File: src/rtl/pulse_capture_monitor.sv
// Measures high pulses on a possibly-asynchronous line and queues one {gap, width}
// record per pulse in a small FIFO read through a valid/ready port.
module pulse_capture_monitor #(
  parameter int CNT_W       = 16,
  parameter int DEPTH       = 4,
  parameter int SYNC_STAGES = 2
) (
  input  logic             clk,
  input  logic             rst_n,
  input  logic             din,
  input  logic             clr,
  output logic             rec_valid,
  input  logic             rec_ready,
  output logic [CNT_W-1:0] rec_width,
  output logic [CNT_W-1:0] rec_gap,
  output logic             rec_first,
  output logic             rec_sat,
  output logic             overflow,
  output logic [7:0]       drop_cnt
);
  localparam int AW = $clog2(DEPTH);
  localparam int PW = AW + 1;
  localparam int RW = 2 * CNT_W + 2;
  localparam logic [CNT_W-1:0] CNT_MAX = {CNT_W{1'b1}};

  typedef enum logic [1:0] {
    IDLE = 2'd0,
    HIGH = 2'd1,
    LOW  = 2'd2
  } state_t;

  logic [SYNC_STAGES:0] sync_r;
  logic                 din_s;
  logic                 din_q_s;
  logic                 rise_s;
  logic                 fall_s;
  state_t               state_r;
  logic [CNT_W-1:0]     wcnt_r;
  logic [CNT_W-1:0]     gcnt_r;
  logic [CNT_W-1:0]     wcnt_inc_s;
  logic [CNT_W-1:0]     gcnt_inc_s;
  logic                 first_r;
  logic                 sat_r;
  logic                 push_s;
  logic                 pop_s;
  logic                 full_s;
  logic                 empty_s;
  logic                 store_s;
  logic                 drop_s;
  logic [RW-1:0]        push_rec_s;
  logic [RW-1:0]        head_s;
  logic [RW-1:0]        mem_r [DEPTH];
  logic [PW-1:0]        wptr_r;
  logic [PW-1:0]        rptr_r;
  logic                 overflow_r;
  logic [7:0]           drop_cnt_r;

  // Synchronizer chain; the extra top bit is the one-cycle-delayed copy used for edge detect.
  always_ff @(posedge clk or negedge rst_n) begin
    if (!rst_n) begin
      sync_r <= {(SYNC_STAGES + 1){1'b0}};
    end else begin
      sync_r <= {sync_r[SYNC_STAGES-1:0], din};
    end
  end

  // Edge detect, saturating increments, record assembly and FIFO handshake decode.
  always_comb begin
    din_s      = sync_r[SYNC_STAGES-1];
    din_q_s    = sync_r[SYNC_STAGES];
    rise_s     = din_s & ~din_q_s;
    fall_s     = ~din_s & din_q_s;
    wcnt_inc_s = (wcnt_r == CNT_MAX) ? CNT_MAX : (wcnt_r + CNT_W'(1));
    gcnt_inc_s = (gcnt_r == CNT_MAX) ? CNT_MAX : (gcnt_r + CNT_W'(1));
    push_s     = (state_r == HIGH) && fall_s && !clr;
    push_rec_s = {first_r, sat_r, (first_r ? {CNT_W{1'b0}} : gcnt_r), wcnt_r};
    empty_s    = (wptr_r == rptr_r);
    full_s     = (wptr_r[AW] != rptr_r[AW]) && (wptr_r[AW-1:0] == rptr_r[AW-1:0]);
    pop_s      = !empty_s && rec_ready;
    store_s    = push_s && (!full_s || pop_s);
    drop_s     = push_s && full_s && !pop_s;
    head_s     = empty_s ? {RW{1'b0}} : mem_r[rptr_r[AW-1:0]];
  end

  assign rec_valid = !empty_s;
  assign {rec_first, rec_sat, rec_gap, rec_width} = head_s;
  assign overflow  = overflow_r;
  assign drop_cnt  = drop_cnt_r;

  // Pulse measurement FSM; sat_r spans a pulse and the gap that preceded it.
  always_ff @(posedge clk or negedge rst_n) begin
    if (!rst_n) begin
      state_r <= IDLE;
      wcnt_r  <= {CNT_W{1'b0}};
      gcnt_r  <= {CNT_W{1'b0}};
      first_r <= 1'b0;
      sat_r   <= 1'b0;
    end else if (clr) begin
      state_r <= IDLE;
      wcnt_r  <= {CNT_W{1'b0}};
      gcnt_r  <= {CNT_W{1'b0}};
      first_r <= 1'b0;
      sat_r   <= 1'b0;
    end else begin
      case (state_r)
        IDLE: begin
          if (rise_s) begin
            state_r <= HIGH;
            wcnt_r  <= CNT_W'(1);
            first_r <= 1'b1;
            sat_r   <= 1'b0;
          end
        end
        HIGH: begin
          if (fall_s) begin
            state_r <= LOW;
            gcnt_r  <= CNT_W'(1);
            sat_r   <= 1'b0;
          end else begin
            wcnt_r <= wcnt_inc_s;
            sat_r  <= sat_r | (wcnt_inc_s == CNT_MAX);
          end
        end
        LOW: begin
          if (rise_s) begin
            state_r <= HIGH;
            wcnt_r  <= CNT_W'(1);
            first_r <= 1'b0;
          end else begin
            gcnt_r <= gcnt_inc_s;
            sat_r  <= sat_r | (gcnt_inc_s == CNT_MAX);
          end
        end
        default: begin
          state_r <= IDLE;
        end
      endcase
    end
  end

  // FIFO pointers; one extra MSB distinguishes full from empty.
  always_ff @(posedge clk or negedge rst_n) begin
    if (!rst_n) begin
      wptr_r <= {PW{1'b0}};
      rptr_r <= {PW{1'b0}};
    end else if (clr) begin
      wptr_r <= {PW{1'b0}};
      rptr_r <= {PW{1'b0}};
    end else begin
      if (store_s) begin
        wptr_r <= wptr_r + PW'(1);
      end
      if (pop_s) begin
        rptr_r <= rptr_r + PW'(1);
      end
    end
  end

  // Record storage; the head is masked to zero while empty so stale entries never show.
  always_ff @(posedge clk) begin
    if (store_s) begin
      mem_r[wptr_r[AW-1:0]] <= push_rec_s;
    end
  end

  // Sticky overflow flag and saturating drop counter.
  always_ff @(posedge clk or negedge rst_n) begin
    if (!rst_n) begin
      overflow_r <= 1'b0;
      drop_cnt_r <= 8'd0;
    end else if (clr) begin
      overflow_r <= 1'b0;
      drop_cnt_r <= 8'd0;
    end else if (drop_s) begin
      overflow_r <= 1'b1;
      if (drop_cnt_r != 8'd255) begin
        drop_cnt_r <= drop_cnt_r + 8'd1;
      end
    end
  end

endmodule
File: config.mk
export PLATFORM = sky130hd
export DESIGN_NAME = pulse_capture_monitor
export DESIGN_NICKNAME = d
export VERILOG_FILES = /design/src/rtl/pulse_capture_monitor.sv
export SDC_FILE = /design/constraint.sdc
export NUM_CORES = 1
export LEC_CHECK = 0
export CAP_MARGIN = 10
export CORE_AREA = 2 2 97 193
export DETAILED_ROUTE_END_ITERATION = 10
export DIE_AREA = 0 0 99 195
export GPL_TIMING_DRIVEN = 0
export PLACE_DENSITY = 0.68
export RECOVER_POWER = 100
export SLEW_MARGIN = 20
export SYNTH_ARGS = -nofsm -noshare
export SYNTH_HDL_FRONTEND = slang
export SYNTH_SLANG_ARGS = --single-unit
File: constraint.sdc
create_clock -name clk -period 5.72 [get_ports clk]
set_input_delay 0.858 -clock clk [delete_from_list [all_inputs] [get_ports clk]]
set_output_delay 0.858 -clock clk [all_outputs]
set_load 0.01 [all_outputs]
==> qor.txt, run 1 <==
status = complete, but fails checks
violated checks = max-capacitance violations, max-slew violations
power density of the placed cells = 282 nW/um2
max-slew violations = 140
most frequent cell on the critical path = clkbuf_1
Post-synth EDFFs = 136
crit path max fanout = 10
diodes inserted = 0
Fin Setup TNS = 0 ns
PortBufs = 48
Pwr Total = 2.87 mW
Worst setup EP type = primary output
CP delay by family, top = buffers and inverters
synthesis-to-layout area growth = 15.3%
Worst EP arrival = 3.54 ns
CP max stage cell = dlygate4sd3_1
Clock Latency Late Sink = 0.43 ns
routed len/inst = 20.8 um
setup bufs post-CTS = 0
floorplan row count = 69
post-synth top area cell = edfxtp_1
CTS Buffer Depth = 2
vias in the first global route = 5,871
Syn. warnings = 0
grt ovf = 0
static leakage = 3.59 nW
Total Nets Final = 740
die width = 99 um
Final Wtd Congestion = 0.924
Slew headroom = -40.8%
number of cells on the critical path = 7
CP startpoint kind = register
Critical Path Max Stage Delay = 0.64 ns
Iter 0 DRT Violations = 498
post-synth top area share = 46.3%
Post-DP HPWL = 14,000 um
CTS resizes = 0
fin crit share = 76.9%
Primary FF master, synth = edfxtp_1
max_cap viols = 5
Final Hold Fails = 0
worst reg2reg path depth = 6
Synth area leaders = edfxtp_1 46%, dfrtp_1 15%, mux4_2 8.7%
Syn Nets = 668
worst-path cell chain = clkbuf_1 -> xnor2_1 -> nand2_1 -> nor2_1 -> clkbuf_1 -> nor2b_1 -> dlygate4sd3_1
WP data required = 4.86 ns
post-layout min period = 4.40 ns
first-pass GRT wire length = 31,500 um
largest net degree at the start of global routing = 36
layout cell share with drive strength beyond 1 = 11.7%
DR pass1 iterations = 9
gr usage total = 21.4%
number of fill cells = 1,414
Peak VDD IR = 221 uV
vias per inst = 5.98
total CTS buffers = 17
I/O pins = 49
Netlist Area Pre-Place = 8820 um2
CTS hold repair buffers = 0
ANT nets after route = 0
endpoints failing setup = 0
WL final = 19,700 um
cell count after synthesis = 651
synthesized area per cell = 13.6 um2
initial antenna violation count = 0
clk root buf = clkbuf_16
register bit total from synthesis = 190
die footprint = 19,300 um2
synth cell count leaders = 136 x edfxtp_1, 54 x dfrtp_1, 53 x nor2b_1
RSZ-0062 raised after global routing = false
Crit Path Class = register to primary output
Vias = 5,675
Residual DRC = 0
Least-Margin Pin Slew = 2.11 ns
Fin Clk Skew = 0.0112 ns
Seq/Total Area, Yosys = 61.6%
clock sink count = 190
CTS tree = done
Initial Util = 49.8%
Max Fclk = 227 MHz
synth unique cells = 63
count leader, synth = edfxtp_1
H-Tree Depth = 4
Core Footprint = 17,700 um2
Async SR Flop Fraction = 28.4%
Clock transition at path regs = 0.07 ns
Die Y-Extent = 195 um
worst hold stages = 0
Hold Path Class = register to register
CP Buf/Inv Count = 3
## sequential cells by signal, summed over array words and instances, names as in the netlist
name	count
drop_cnt	8
mem_r	136
sync_r	3
wptr_r	3
gcnt_r	16
sat_r	1
rptr_r	3
overflow	1
state_r	2
wcnt_r	16
first_r	1
## kinds of logic after synthesis
kind of cell	Yosys count	synth area share, %
buffers and inverters	48	3.05
AO/OA/AOI/OAI	113	8.16
adder cells (fa/ha/maj)	12	1.70
multiplexers	37	9.02
flip-flops	190	61.6
XOR/XNOR	20	1.99
AND/OR/NAND/NOR	231	14.5
## worst reg2reg max path, cell delays in order (launching register included)
cell	delay, ns
dfrtp_1	0.35
clkbuf_1	0.57
xnor2_1	0.16
and4b_1	0.25
nor3_1	0.51
and2_0	0.74
clkbuf_1	1.30
## routing by layer
layer / vias up / GRT usage [%] / wire length (um)
met2: 185 / 40.1 / 11500
met5: - / 0 / 0
li1: 2588 / - / -
met3: 51 / 3.47 / 671
met4: 0 / 8.52 / 580
met1: 2851 / 23.5 / 6960
## cell type report
| type | instances | area [um2] | share of cell area, % |
|---|---|---|---|
| inverter | 12 | 45.0 | 0.443 |
| timing repair buffer | 53 | 493 | 4.85 |
| clock inverter | 13 | 208 | 2.04 |
| multi-input combinational | 413 | 3090 | 30.4 |
| sequential | 190 | 5440 | 53.4 |
| buffer | 36 | 201 | 1.98 |
| tap | 213 | 267 | 2.62 |
| clock buffer | 19 | 433 | 4.26 |
## final timing paths
| check | from | end | slack, ns |
|---|---|---|---|
| max | rptr_r[1] | rec_gap[14] | 1.32 |
| min | sync_r[0] | sync_r[1] | 0.35 |
| max reg2reg | rptr_r[1] | mem_r[3][15] | 1.42 |
| min reg2reg | sync_r[0] | sync_r[1] | 0.35 |
| max in group asynchronous | rst_n | gcnt_r[3] | 2.54 |
| min in group asynchronous | rst_n | overflow | 0.64 |
## power by group
part / switching [mW] / internal (mW) / total (mW)
logic: 0.0641 / 0.0375 / 0.102
clock network: 0.504 / 0.779 / 1.28
registers: 0.0134 / 1.47 / 1.49
## metrics by stage
stage,instance area (um2),instances,util [%],hold slack (ns),setup WS [ns]
2_1_floorplan,8820,651,-,0.331,2.92
3_3_place_gp,9570,912,54.1,0.336,1.66
3_5_place_dp,9670,917,54.6,0.337,2.11
4_1_cts,10300,949,58.3,0.302,1.62
5_1_grt,10200,949,57.5,0.362,1.03
6_report,10200,949,57.5,0.351,1.32
## layout by cell type, fill, tap and decap left out, types with 16 or more instances in the layout
cell,synthesis,routed
o21ai_0,51,55
clkbuf_1,13,30
dlygate4sd3_1,0,46
nand2_1,45,46
nor2b_1,53,53
mux4_2,34,34
dfrtp_1,54,54
clkbuf_16,0,17
a21oi_1,16,16
nand3_1,19,19
edfxtp_1,136,136
nor2_1,43,44
nor3_1,16,16
Power figures use the tool's default switching activity.
==> run 2, diff against run 1 <==
--- a/config.mk
+++ b/config.mk
@@ -10,7 +10,7 @@
 export DETAILED_ROUTE_END_ITERATION = 10
 export DIE_AREA = 0 0 99 195
 export GPL_TIMING_DRIVEN = 0
-export PLACE_DENSITY = 0.68
+export PLACE_DENSITY = 0.71
 export RECOVER_POWER = 100
 export SLEW_MARGIN = 20
 export SYNTH_ARGS = -nofsm -noshare
==> constraint.sdc (replaced) <==
create_clock -name clk -period 3.8 [get_ports clk]
set_input_delay 0.57 -clock clk [delete_from_list [all_inputs] [get_ports clk]]
set_output_delay 0.57 -clock clk [all_outputs]
set_load 0.01 [all_outputs]
==> run 2 against run 1 <==
The run still ends with max-capacitance violations, max-slew violations left. Non-clock buffer count unchanged. Wire length down 4.3%. Sequential power grew 50%. Combinational power is 50% higher. Worst setup slack got worse by 1.1 ns. Worst hold slack lost 0.070 ns. Die area did not move. Utilization grew 0.23 points. Largest cell class unchanged.
==> qor.txt, run 2 (synthesized netlist as in run 1, its figures left out) <==
Inst Count DP = 917
PortBufs = 48
Fin Clk Skew = 0.00752 ns
first-pass GRT wire length = 30,600 um
DR pass1 iterations = 5
floorplan row count = 69
CP max stage cell = dlygate4sd3_1
R2R setup slack = 0.33 ns
Post-DP HPWL = 13,200 um
status = complete, but fails checks
H-Tree Depth = 4
Iter 0 DRT Violations = 295
I/O pins = 49
routed len/inst = 19.9 um
CP startpoint kind = register
crit path capture = rec_gap[14]
most common cell after layout, fill and taps aside = edfxtp_1
endpoints failing setup = 0
CP Buf/Inv Count = 3
total CTS buffers = 17
Initial Util = 49.8%
Fin Setup TNS = 0 ns
Die Y-Extent = 195 um
setup bufs post-CTS = 0
crit path max fanout = 10
pre-CTS setup slack = 0.548 ns
die width = 99 um
Largest register FFs = 136
fin crit share = 94.8%
ANT nets after route = 0
Residual DRC = 0
r2r startpoint = state_r[0]
combinational power share = 3.6%
Vias = 5,570
Max Fclk = 278 MHz
initial antenna violation count = 0
fin worst setup slack = 0.199 ns
Crit Path Class = register to primary output
Clock transition at path regs = 0.07 ns
Fin Hold WS = 0.281 ns
CTS Buffer Depth = 2
register area = 5440 um2
clock share of power = 43.6%
Multi-input gate area = 3090 um2
post-layout min period = 3.60 ns
static leakage = 3.60 nW
Worst EP arrival = 3.03 ns
Final Wtd Congestion = 0.855
Worst setup EP type = primary output
max_cap viols = 1
Switch Pwr = 0.879 mW
die footprint = 19,300 um2
Slew headroom = -47.0%
diodes inserted = 0
CTS tree = done
Int Pwr = 3.35 mW
Critical Path Max Stage Delay = 0.64 ns
vias per inst = 5.87
power density of the placed cells = 414 nW/um2
number of cells on the critical path = 7
commonest non-fill, non-tap cells in the layout = 136 x edfxtp_1, 54 x o21ai_0, 54 x dfrtp_1
worst-path cell chain = buf_2 -> xnor2_1 -> nand2_1 -> nor2_2 -> clkbuf_1 -> nor2b_1 -> dlygate4sd3_1
gr usage total = 20.5%
Pwr Total = 4.23 mW
Peak VDD IR = 313 uV
number of fill cells = 1,392
worst reg2reg path depth = 11
sequential power share = 52.8%
max-slew violations = 38
WP data required = 3.23 ns
Hold Path Class = primary input to asynchronous set/reset pin
layout cell share with drive strength beyond 1 = 13.0%
largest net degree at the start of global routing = 38
WL final = 18,900 um
Core Footprint = 17,700 um2
switching share of power = 20.8%
Critical path origin = rptr_r[1]
clk root buf = clkbuf_16
Total Nets Final = 740
grt ovf = 0
CP delay by family, top = buffers and inverters
synthesis-to-layout area growth = 15.8%
reg-to-reg endpoint = wcnt_r[5]
Least-Margin Pin Slew = 2.21 ns
violated checks = max-capacitance violations, max-slew violations
vias in the first global route = 5,815
Clock Latency Late Sink = 0.43 ns
Final Hold Fails = 0
RSZ-0062 raised after global routing = false
clock sink count = 190
Non-Filler Instances = 949
-- run 2: per-layer routing --
layer	track usage (%)	wire, um	vias to the layer above
met5	0	0	-
met4	8.88	480	0
met3	3.19	618	32
met2	37.5	10700	161
met1	23.2	7090	2781
li1	-	-	2596
-- run 2: power groups by stage --
| stage | Combinational (mW) | Clock (mW) | Sequential (mW) |
|---|---|---|---|
| 2_1_floorplan | 0.0963 | 0 | 2.27 |
| 3_3_place_gp | 0.157 | 0 | 2.28 |
| 3_5_place_dp | 0.164 | 0 | 2.28 |
| 4_1_cts | 0.165 | 1.88 | 2.24 |
| 5_1_grt | 0.169 | 1.94 | 2.24 |
| 6_report | 0.153 | 1.84 | 2.24 |
-- run 2: timing repair --
item                       in CTS  in global routing
hold endpoints to repair        0                  0
hold buffers                    0                  0
setup endpoints to repair       0                  4
gates resized for setup         0                  1
-- run 2: worst min path at each step --
stage	start	end	slack (ns)	cells after the start
floorplan	rst_n	drop_cnt[0]	0.27	0
global placement	sync_r[0]	sync_r[1]	0.33	0
detailed placement	sync_r[0]	sync_r[1]	0.34	0
CTS	rst_n	wptr_r[0]	0.004	1
global route	rst_n	overflow	0.35	1
finish	rst_n	wptr_r[1]	0.28	1
-- run 2: worst register-to-register path: cells and delay by family, from the launching register on --
| kind | cells | cell delay (ns) |
|---|---|---|
| adders and majority gates | 1 | 0.25 |
| DFF | 1 | 0.46 |
| AOI/OAI and AO/OA | 3 | 1.23 |
| buffers and inverters | 4 | 0.95 |
| and+or+nand+nor | 3 | 0.47 |
-- run 2: per-stage QoR --
stage,instance area [um2],util (%)
final,10200,57.7
after global routing,10200,57.7
after CTS,10300,58.1
after detailed placement,9670,54.6
after global placement,9570,54.1
after floorplan,8820,-
-- run 2: area by class of cell --
| class | count | share of cell area (%) |
|---|---|---|
| clock buffers | 21 | 4.51 |
| clock inverters | 11 | 1.52 |
| well taps | 213 | 2.61 |
| repair buffers | 53 | 5.34 |
| plain buffers | 36 | 2.07 |
| inverters | 12 | 0.441 |
| flip-flops and latches | 190 | 53.2 |
| multi-input cells | 413 | 30.3 |
